$ cat src/rtl/mult_pkg.sv
`default_nettype none
// mult_pkg: shared types and elaboration helpers for the radix-4 Booth multiplier.
// Rev 1.0
package mult_pkg;

  typedef enum logic [1:0] {
    IDLE = 2'd0,
    RUN  = 2'd1,
    DONE = 2'd2
  } state_t;

  typedef enum logic [2:0] {
    NOP  = 3'd0,
    ADD1 = 3'd1,
    ADD2 = 3'd2,
    SUB1 = 3'd3,
    SUB2 = 3'd4
  } booth_op_t;

  function automatic bit width_ok(input int w);
    return (w >= 4) && ((w % 2) == 0);
  endfunction

endpackage
`default_nettype wire

$ cat src/rtl/booth_recode.sv
`default_nettype none
// booth_recode: maps the radix-4 Booth window {mplr[1:0], extra} to an add/sub operation.
// Rev 1.0
module booth_recode
  import mult_pkg::*;
(
  input  logic [2:0] bits,
  output booth_op_t  op
);

  always_comb begin
    op = NOP;
    case (bits)
      3'b001, 3'b010: op = ADD1;
      3'b011:         op = ADD2;
      3'b100:         op = SUB2;
      3'b101, 3'b110: op = SUB1;
      default:        op = NOP;
    endcase
  end

endmodule
`default_nettype wire

$ cat src/rtl/mult_booth_seq.sv
`default_nettype none
// mult_booth_seq: sequential radix-4 Booth multiplier, signed/unsigned, start/busy handshake.
// Rev 1.0
module mult_booth_seq
  import mult_pkg::*;
#(
  parameter int WIDTH = 32
) (
  input  logic             clock,
  input  logic             clr,
  input  logic             start,
  input  logic             signed_mode,
  input  logic [WIDTH-1:0] data_operandA,
  input  logic [WIDTH-1:0] data_operandB,
  output logic             busy,
  output logic             data_resultRDY,
  output logic [WIDTH-1:0] data_result,
  output logic [WIDTH-1:0] data_result_hi,
  output logic             data_exception
);

  localparam int ITER = WIDTH / 2 + 1;
  localparam int CW   = $clog2(ITER + 1);
  localparam int XW   = WIDTH + 2;

  if (!width_ok(WIDTH)) begin : g_width_check
    $error("mult_booth_seq: WIDTH must be even and at least 4");
  end

  state_t             state, state_nxt;
  logic [CW-1:0]      cnt;
  logic [XW-1:0]      acc, mplr, mcand;
  logic               extra, mode;
  logic               launch, last;
  booth_op_t          op;
  logic [XW-1:0]      addend, sum;
  logic               cin;
  logic [2*XW-1:0]    pair_nxt;
  logic [WIDTH-1:0]   prod_hi, prod_lo;
  logic               overflow;

  assign last = (cnt == CW'(ITER - 1));

  always_comb begin
    state_nxt      = state;
    launch         = 1'b0;
    busy           = 1'b0;
    data_resultRDY = 1'b0;
    case (state)
      IDLE: begin
        if (start) begin
          launch    = 1'b1;
          state_nxt = RUN;
        end
      end
      RUN: begin
        busy = 1'b1;
        if (last) state_nxt = DONE;
      end
      DONE: begin
        data_resultRDY = 1'b1;
        if (start) begin
          launch    = 1'b1;
          state_nxt = RUN;
        end else begin
          state_nxt = IDLE;
        end
      end
      default: state_nxt = IDLE;
    endcase
  end

  always_ff @(posedge clock) begin
    if (!clr) state <= IDLE;
    else      state <= state_nxt;
  end

  booth_recode u_recode (
    .bits ({mplr[1:0], extra}),
    .op   (op)
  );

  always_comb begin
    addend = '0;
    cin    = 1'b0;
    case (op)
      ADD1: addend = mcand;
      ADD2: addend = {mcand[XW-2:0], 1'b0};
      SUB1: begin
        addend = ~mcand;
        cin    = 1'b1;
      end
      SUB2: begin
        addend = ~{mcand[XW-2:0], 1'b0};
        cin    = 1'b1;
      end
      default: addend = '0;
    endcase
  end

  // Two guard bits make +-2M fit and keep the running sum exact for both modes.
  assign sum      = acc + addend + XW'(cin);
  assign pair_nxt = {{2{sum[XW-1]}}, sum, mplr[XW-1:2]};
  assign prod_lo  = pair_nxt[WIDTH-1:0];
  assign prod_hi  = pair_nxt[2*WIDTH-1:WIDTH];
  assign overflow = mode ? (prod_hi != {WIDTH{prod_lo[WIDTH-1]}}) : (prod_hi != '0);

  always_ff @(posedge clock) begin
    if (!clr) begin
      cnt            <= '0;
      acc            <= '0;
      mplr           <= '0;
      mcand          <= '0;
      extra          <= 1'b0;
      mode           <= 1'b0;
      data_result    <= '0;
      data_result_hi <= '0;
      data_exception <= 1'b0;
    end else if (launch) begin
      cnt   <= '0;
      acc   <= '0;
      mplr  <= {{2{signed_mode & data_operandB[WIDTH-1]}}, data_operandB};
      mcand <= {{2{signed_mode & data_operandA[WIDTH-1]}}, data_operandA};
      extra <= 1'b0;
      mode  <= signed_mode;
    end else if (state == RUN) begin
      cnt   <= cnt + CW'(1);
      acc   <= pair_nxt[2*XW-1:XW];
      mplr  <= pair_nxt[XW-1:0];
      extra <= mplr[1];
      if (last) begin
        data_result    <= prod_lo;
        data_result_hi <= prod_hi;
        data_exception <= overflow;
      end
    end
  end

endmodule
`default_nettype wire

$ cat config.mk
export PLATFORM = sky130hd
export DESIGN_NAME = mult_booth_seq
export DESIGN_NICKNAME = d
export VERILOG_FILES = /design/src/rtl/mult_pkg.sv /design/src/rtl/booth_recode.sv /design/src/rtl/mult_booth_seq.sv
export SDC_FILE = /design/constraint.sdc
export NUM_CORES = 1
export LEC_CHECK = 0
export BUFFER_PORTS_ARGS = -buffer_cell sky130_fd_sc_hd__clkbuf_2
export CAP_MARGIN = 20
export CORE_ASPECT_RATIO = 0.8
export CORE_MARGIN = 2
export CORE_UTILIZATION = 30
export DETAILED_ROUTE_END_ITERATION = 10
export MAX_ROUTING_LAYER = met4
export PLACE_DENSITY = 0.57
export SYNTH_ARGS = -nofsm -noshare
export SYNTH_HDL_FRONTEND = slang
export SYNTH_HIERARCHICAL = 1
export SYNTH_SLANG_ARGS = --single-unit
export TNS_END_PERCENT = 100
$ cat constraint.sdc
create_clock -name clock -period 12.87 [get_ports clock]
set_input_delay 1.9305 -clock clock [delete_from_list [all_inputs] [get_ports clock]]
set_output_delay 1.9305 -clock clock [all_outputs]
set_load 0.02 [all_outputs]
After elaboration in Yosys (flattened, before gate mapping) --
Index checks and enable logic that the tools add are counted. Widths: inputs -> output; s select.
Word-level totals: bits in registers 173, bits in latches 0, memory bits (writable) 0, bits in read-only memories 0, output and inout bits 67, memories kept 0
Cells by class: add/sub/neg operators 3, $mul 0, divide/modulo/power cells 0, magnitude comparators 0, eq/ne operators 16, shift-type cells 0, multiplexer cells 14, bitwise gates (word level) 6, reduce and logical (&&, ||, !) cells 10
Operator list (number):
- $pmux 34 s4 | 1
- $mux 34 | 2
- $not 34->34 | 2
- $add 34x1->34 | 1
- $add 34x34->34 | 1
- $ne 32x32->1 | 1
- $reduce_bool 32->1 | 1
- $eq 3x2->1 const B | 4
- $eq 3x3->1 const B | 4
- $pmux 3 s4 | 1
- $reduce_or 2->1 | 5
- $mux 1 | 7
- $eq 3x1->1 const B | 2
- $pmux 2 s3 | 1
- $add 5x1->5 const B | 1
- $eq 5x5->1 const B | 1
- $mux 2 | 2
- $ne 2x2->1 const B | 2
- $reduce_and 3->1 | 1
- $and 1x1->1 | 2
- $eq 2x1->1 const B | 1
- $eq 2x2->1 const B | 1
- $logic_not 2->1 | 1
- $not 1->1 | 2
- 2 further kinds | 2

Depth between registers and ports, before layout --
depth after elaboration 9, mapped depth 20, mapped depth without buffers 17

Modules after synthesis --
Netlist, hierarchy kept.
By module, submodules not included:
- mult_booth_seq | times used 1, cells an instance 1220, area an instance 9686.8 um^2, sequential area each 3463.3 um^2
- booth_recode | times used 1, cells an instance 4, area an instance 33.8 um^2, sequential area each 0.0 um^2

Least setup slack after synthesis --
No wires, ideal clock.
kind register to register, start point register extra, end point register data_exception, setup time 0.128 ns, arrival time 4.570 ns, required time 12.742 ns, setup slack 8.172 ns, cell stages (with the launch flop) 19, path buffers 2, clock period less this slack 4.698 ns, cell sequence dfxtp_1 -> xor2_1 -> a21o_1 -> clkbuf_1 -> clkbuf_1 -> xor2_1 -> a22oi_1 -> fa_1 -> inv_1 -> fa_1 -> a211o_1 -> a21o_1 -> o21ai_1 -> o21bai_1 -> xor2_1 -> or3_1 -> or4_1 -> o41ai_1 -> o21ai_1
Between the ends: longest elaborated chain between the ends 9, elaborated cells between the ends (all ways) 21
RTL lines:
- from (decl) | line mult_booth_seq.sv:33 | logic extra, mode;
- from (signal assigned) | line mult_booth_seq.sv:130 | extra <= mplr[1];
- $eq 3x3->1, or another cell as far along | line booth_recode.sv:13 | case (bits)
- $reduce_or 2->1 | line booth_recode.sv:13
- $pmux 3 s4 (*) | line booth_recode.sv:13
- via op[0] | line mult_booth_seq.sv:35 | booth_op_t op;
- $eq 3x3->1, or another cell as far along | line mult_booth_seq.sv:86 | case (op)
- $pmux 34 s4 or $reduce_or 2->1 (tied branches)
- $add 34x34->34 or $mux 1 (tied branches) | line mult_booth_seq.sv:102, mult_booth_seq.sv:86
- $add 34x1->34 (*) | line mult_booth_seq.sv:102 | assign sum = acc + addend + XW'(cin);
- $ne 32x32->1 or $reduce_bool 32->1 (tied branches) | line mult_booth_seq.sv:106 | assign overflow = mode ? (prod_hi != {WIDTH{prod_lo[WIDTH-1]}}) : (prod_hi != '0);
- $mux 1 (*) | line mult_booth_seq.sv:106
- to (signal assigned) | line mult_booth_seq.sv:134 | data_exception <= overflow;
- to (decl) | line mult_booth_seq.sv:19 | output logic data_exception
The timed path passes the listed nets; every way through them passes the cells marked *. A chain may end at the register's enable or synchronous reset.

Final worst setup path --
start point register mplr[0], end point register data_exception
Between the ends: longest elaborated chain between the ends 9, elaborated cells between the ends (all ways) 21
RTL lines:
- from (decl) | line mult_booth_seq.sv:32 | logic [XW-1:0] acc, mplr, mcand;
- from (signal assigned) | line mult_booth_seq.sv:122 | mplr <= {{2{signed_mode & data_operandB[WIDTH-1]}}, data_operandB};
- from (signal assigned) | line mult_booth_seq.sv:129 | mplr <= pair_nxt[XW-1:0];
- $eq 3x3->1, or another cell as far along | line booth_recode.sv:13
- $reduce_or 2->1 | line booth_recode.sv:13
- $pmux 3 s4 (*) | line booth_recode.sv:13
- via op[0] | line mult_booth_seq.sv:35
- $eq 3x3->1, or another cell as far along | line mult_booth_seq.sv:86
- $pmux 34 s4 or $reduce_or 2->1 (tied branches)
- $add 34x34->34 or $mux 1 (tied branches) | line mult_booth_seq.sv:102, mult_booth_seq.sv:86
- $add 34x1->34 (*) | line mult_booth_seq.sv:102
- $ne 32x32->1 or $reduce_bool 32->1 (tied branches) | line mult_booth_seq.sv:106
- $mux 1 (*) | line mult_booth_seq.sv:106
Marks and branches as above.

==> flow_metrics.env <==
export IMPL_finalSetupTns_ps=0
export IMPL_slew_headroom_pct=40.2
export IMPL_tightest_slew_ps=895
export IMPL_grt_max_degree=92
export IMPL_grt_pass1_wl_um=48200
export IMPL_synth_top_area_share_pct=35.6
export IMPL_hold_class="reg2reg"
export IMPL_cp_required_ps=13190
export IMPL_synth_edf_count=0
export IMPL_clk_latency_ps=450
export IMPL_p_clk_share_pct=39.6
export IMPL_rsz0062_at_grt="no"
export IMPL_portBuffers=134
export IMPL_antenna_left=0
export IMPL_die_h_um=165
export IMPL_final_nets=1398
export IMPL_finalNonFillerCells=1728
export IMPL_ir_drop_uv=88.0
export IMPL_yosysSeqAreaShare_pct=35.6
export IMPL_p_comb_share_pct=15.7
export IMPL_drv_slew=0
export IMPL_vias=8940
export IMPL_dieArea_mm2=0.0339
export IMPL_dp_cells=1694
export IMPL_pwr_share_seq_pct=44.7
export IMPL_syn_inst=1224
export IMPL_power_density_mw_per_mm2=114
export IMPL_ys_async_sr_fraction_pct=0
export IMPL_setup_viol=0
export IMPL_synthXorXnorAreaFrac_pct=6.22
export IMPL_htreeDepth=4
export IMPL_routed_via_density=5.17
export IMPL_syn_nets=1328
export IMPL_root_buffer="clkbuf_16"
export IMPL_synth_fa_ha_area_share_pct=4.79
export IMPL_syn_area_mm2=0.00972
export IMPL_antenna_found_initial=1
export IMPL_cts_buffer_depth=2
export IMPL_startpoint_type="register"
export IMPL_die_x_um=205
export IMPL_switching_power_mw=0.383
export IMPL_ys_top_cells_by_count="nand2_1 (302), dfxtp_1 (173), a21boi_0 (118), a21oi_1 (68), clkbuf_1 (68)"
export IMPL_dp_hpwl_um=21800
export IMPL_netlist_top_cells_area="dfxtp_1 (36%), nand2_1 (12%), a21boi_0 (9.1%)"
export IMPL_cellInternalPower_mw=0.895
export IMPL_fin_crit_sh_pct=47.7
export IMPL_ys_warn_count=6
export IMPL_max_freq_ghz=0.163
export IMPL_post_route_min_period_ps=6140
export IMPL_post_cts_setup_buffers=0
export IMPL_syn_to_final_growth_pct=15.8
export IMPL_yosysMostFrequentCell="nand2_1"
export IMPL_route_detailed_drc=0
export IMPL_grt_pass1_vias=8509
export IMPL_synth_compound_area_share_pct=29.1
export IMPL_clk_pin_slew_ps=70
export IMPL_maxCapViolCount=0
export IMPL_synth_cell_type_count=71
export IMPL_crit_type="reg2reg"
export IMPL_ctsHoldBuffers=0
export IMPL_gp_congestion=0.910
export IMPL_synthFlopType="dfxtp_1"
export IMPL_synth_top_family_by_area="compound AO/OA/AOI/OAI gates"
export IMPL_wl_um=30500
export IMPL_sw_frac_of_total_pct=29.9
export IMPL_avgSynthCellArea_um2=7.94
export IMPL_start_util_pct=30.7
export IMPL_wl_per_cell_um=17.6
export IMPL_fillers=3409
export IMPL_fin_skew_ps=15.7
export IMPL_cts_buffers_inserted=17
export IMPL_cts_resized=0
export IMPL_rows=58
export IMPL_cellLeakagePower_nw=4.57
export IMPL_synth_seq_cells=173
export IMPL_grt_ovfl_total=0
export IMPL_fin_hold_ws_ps=463
export IMPL_ios=135
export IMPL_synth_mux_area_share_pct=0.412
export IMPL_firstDrtPassIters=5
export IMPL_fp_coreArea_mm2=0.0316
export IMPL_worstPathMaxFanout=38
export IMPL_detail_route_iter0_violations=676
export IMPL_endpoint_kind="register"
export IMPL_hold_violations=0
export IMPL_critical_path_arrival_ps=6460
export IMPL_clock_sinks=173
export IMPL_yosysTopAreaCell="dfxtp_1"
export IMPL_status="finished, final reports clean"
export IMPL_cts_tree="done"
export IMPL_yosys_area_share_simple_pct=19.5
export IMPL_drive_above_1_share_pct=15.6
export IMPL_grt_usage_pct=18.8
stage by stage:
stage               utilization, %  setup WS [ps]  power [mW]  instance area [µm²]
finish                        35.6           6730        1.28                11300
detailed placement            33.7           6700       0.782                10700
global placement              33.7           6780       0.781                10700
CTS                           35.5           6640        1.29                11200
global route                  35.6           6190        1.34                11300
floorplan                        -           8170       0.718                 9720
sequential cells by signal, summed over array words and instances, names as in the netlist:
register,count
mplr,34
data_result,32
extra,1
acc,32
mode,1
data_result_hi,32
mcand,33
cnt,5
state,2
data_exception,1
power groups by stage:
stage	clock network [mW]	registers, mW	logic [mW]
3_3_place_gp	0	0.583	0.198
2_1_floorplan	0	0.577	0.141
5_1_grt	0.547	0.574	0.223
6_report	0.506	0.571	0.201
4_1_cts	0.523	0.571	0.200
3_5_place_dp	0	0.583	0.199
layout make-up:
type                       instances  area (µm²)  share of cell area (%)
clock buffer                      19         433                    3.85
tap                              420         526                    4.67
multi-input combinational        945        5880                    52.2
timing repair buffer             146         783                    6.96
clock inverter                    13         129                    1.15
antenna                            1        2.50                  0.0222
sequential                       173        3460                    30.8
inverter                          11        41.3                   0.367
critical path: stages (launching register included):
cell       delay (ps)
dfxtp_1           440
xor2_2            150
buf_4             380
a21o_2            200
buf_4             460
nor2b_2           540
buf_4             350
a22oi_1           130
o22ai_1           200
ha_1              300
nor2_1            120
a21oi_4           210
o2111ai_4         220
a2111oi_4         600
nor4_1            110
a311oi_2          650
and3_1            270
nand4_1            90
a2111oi_1         420
o21ai_1           120
path summary, 6_finish.rpt:
path                                 from                           end  slack [ps]  depth (start not counted)
min          data_result[17]$_SDFFE_PN0P_  data_result[17]$_SDFFE_PN0P_         460                          2
max reg2reg          mplr[0]$_SDFFE_PN0P_   data_exception$_SDFFE_PN0P_        6730                         19
max                  mplr[0]$_SDFFE_PN0P_   data_exception$_SDFFE_PN0P_        6730                         19
min reg2reg  data_result[17]$_SDFFE_PN0P_  data_result[17]$_SDFFE_PN0P_         460                          2
per-layer routing:
layer  track usage, %  routed length [µm]  up-vias
met3             3.69                1680       35
met2             28.0               13300      214
li1                 -                   -     4446
met4             4.94                 486        0
met5                -                   0        -
met1             25.9               15000     4245
layout by cell type, fill, tap and decap left out, types with 13 or more instances in the layout:
cell type,netlist,final
o21ai_0,24,24
clkbuf_2,1,133
a22oi_1,67,67
a21o_1,16,15
nand4_1,13,13
clkbuf_16,0,17
nand2_1,302,300
dfxtp_1,173,173
xor2_1,50,49
ha_1,34,34
a21oi_1,68,68
xnor2_1,19,19
o22ai_1,33,33
nor2_1,47,46
a21boi_0,118,118
and2_1,17,16
cell families (layout without fill, tap and decap cells):
kind of cell / after synthesis / in the layout
xor gates and xnor gates: 69 / 69
adders and majority gates: 36 / 36
muxes: 4 / 4
DFF: 173 / 173
buffers and inverters: 106 / 189
AOI/OAI and AO/OA: 399 / 399
other: 0 / 1
and+or+nand+nor: 437 / 437
Note: power is estimated with default switching activity, not from simulation.
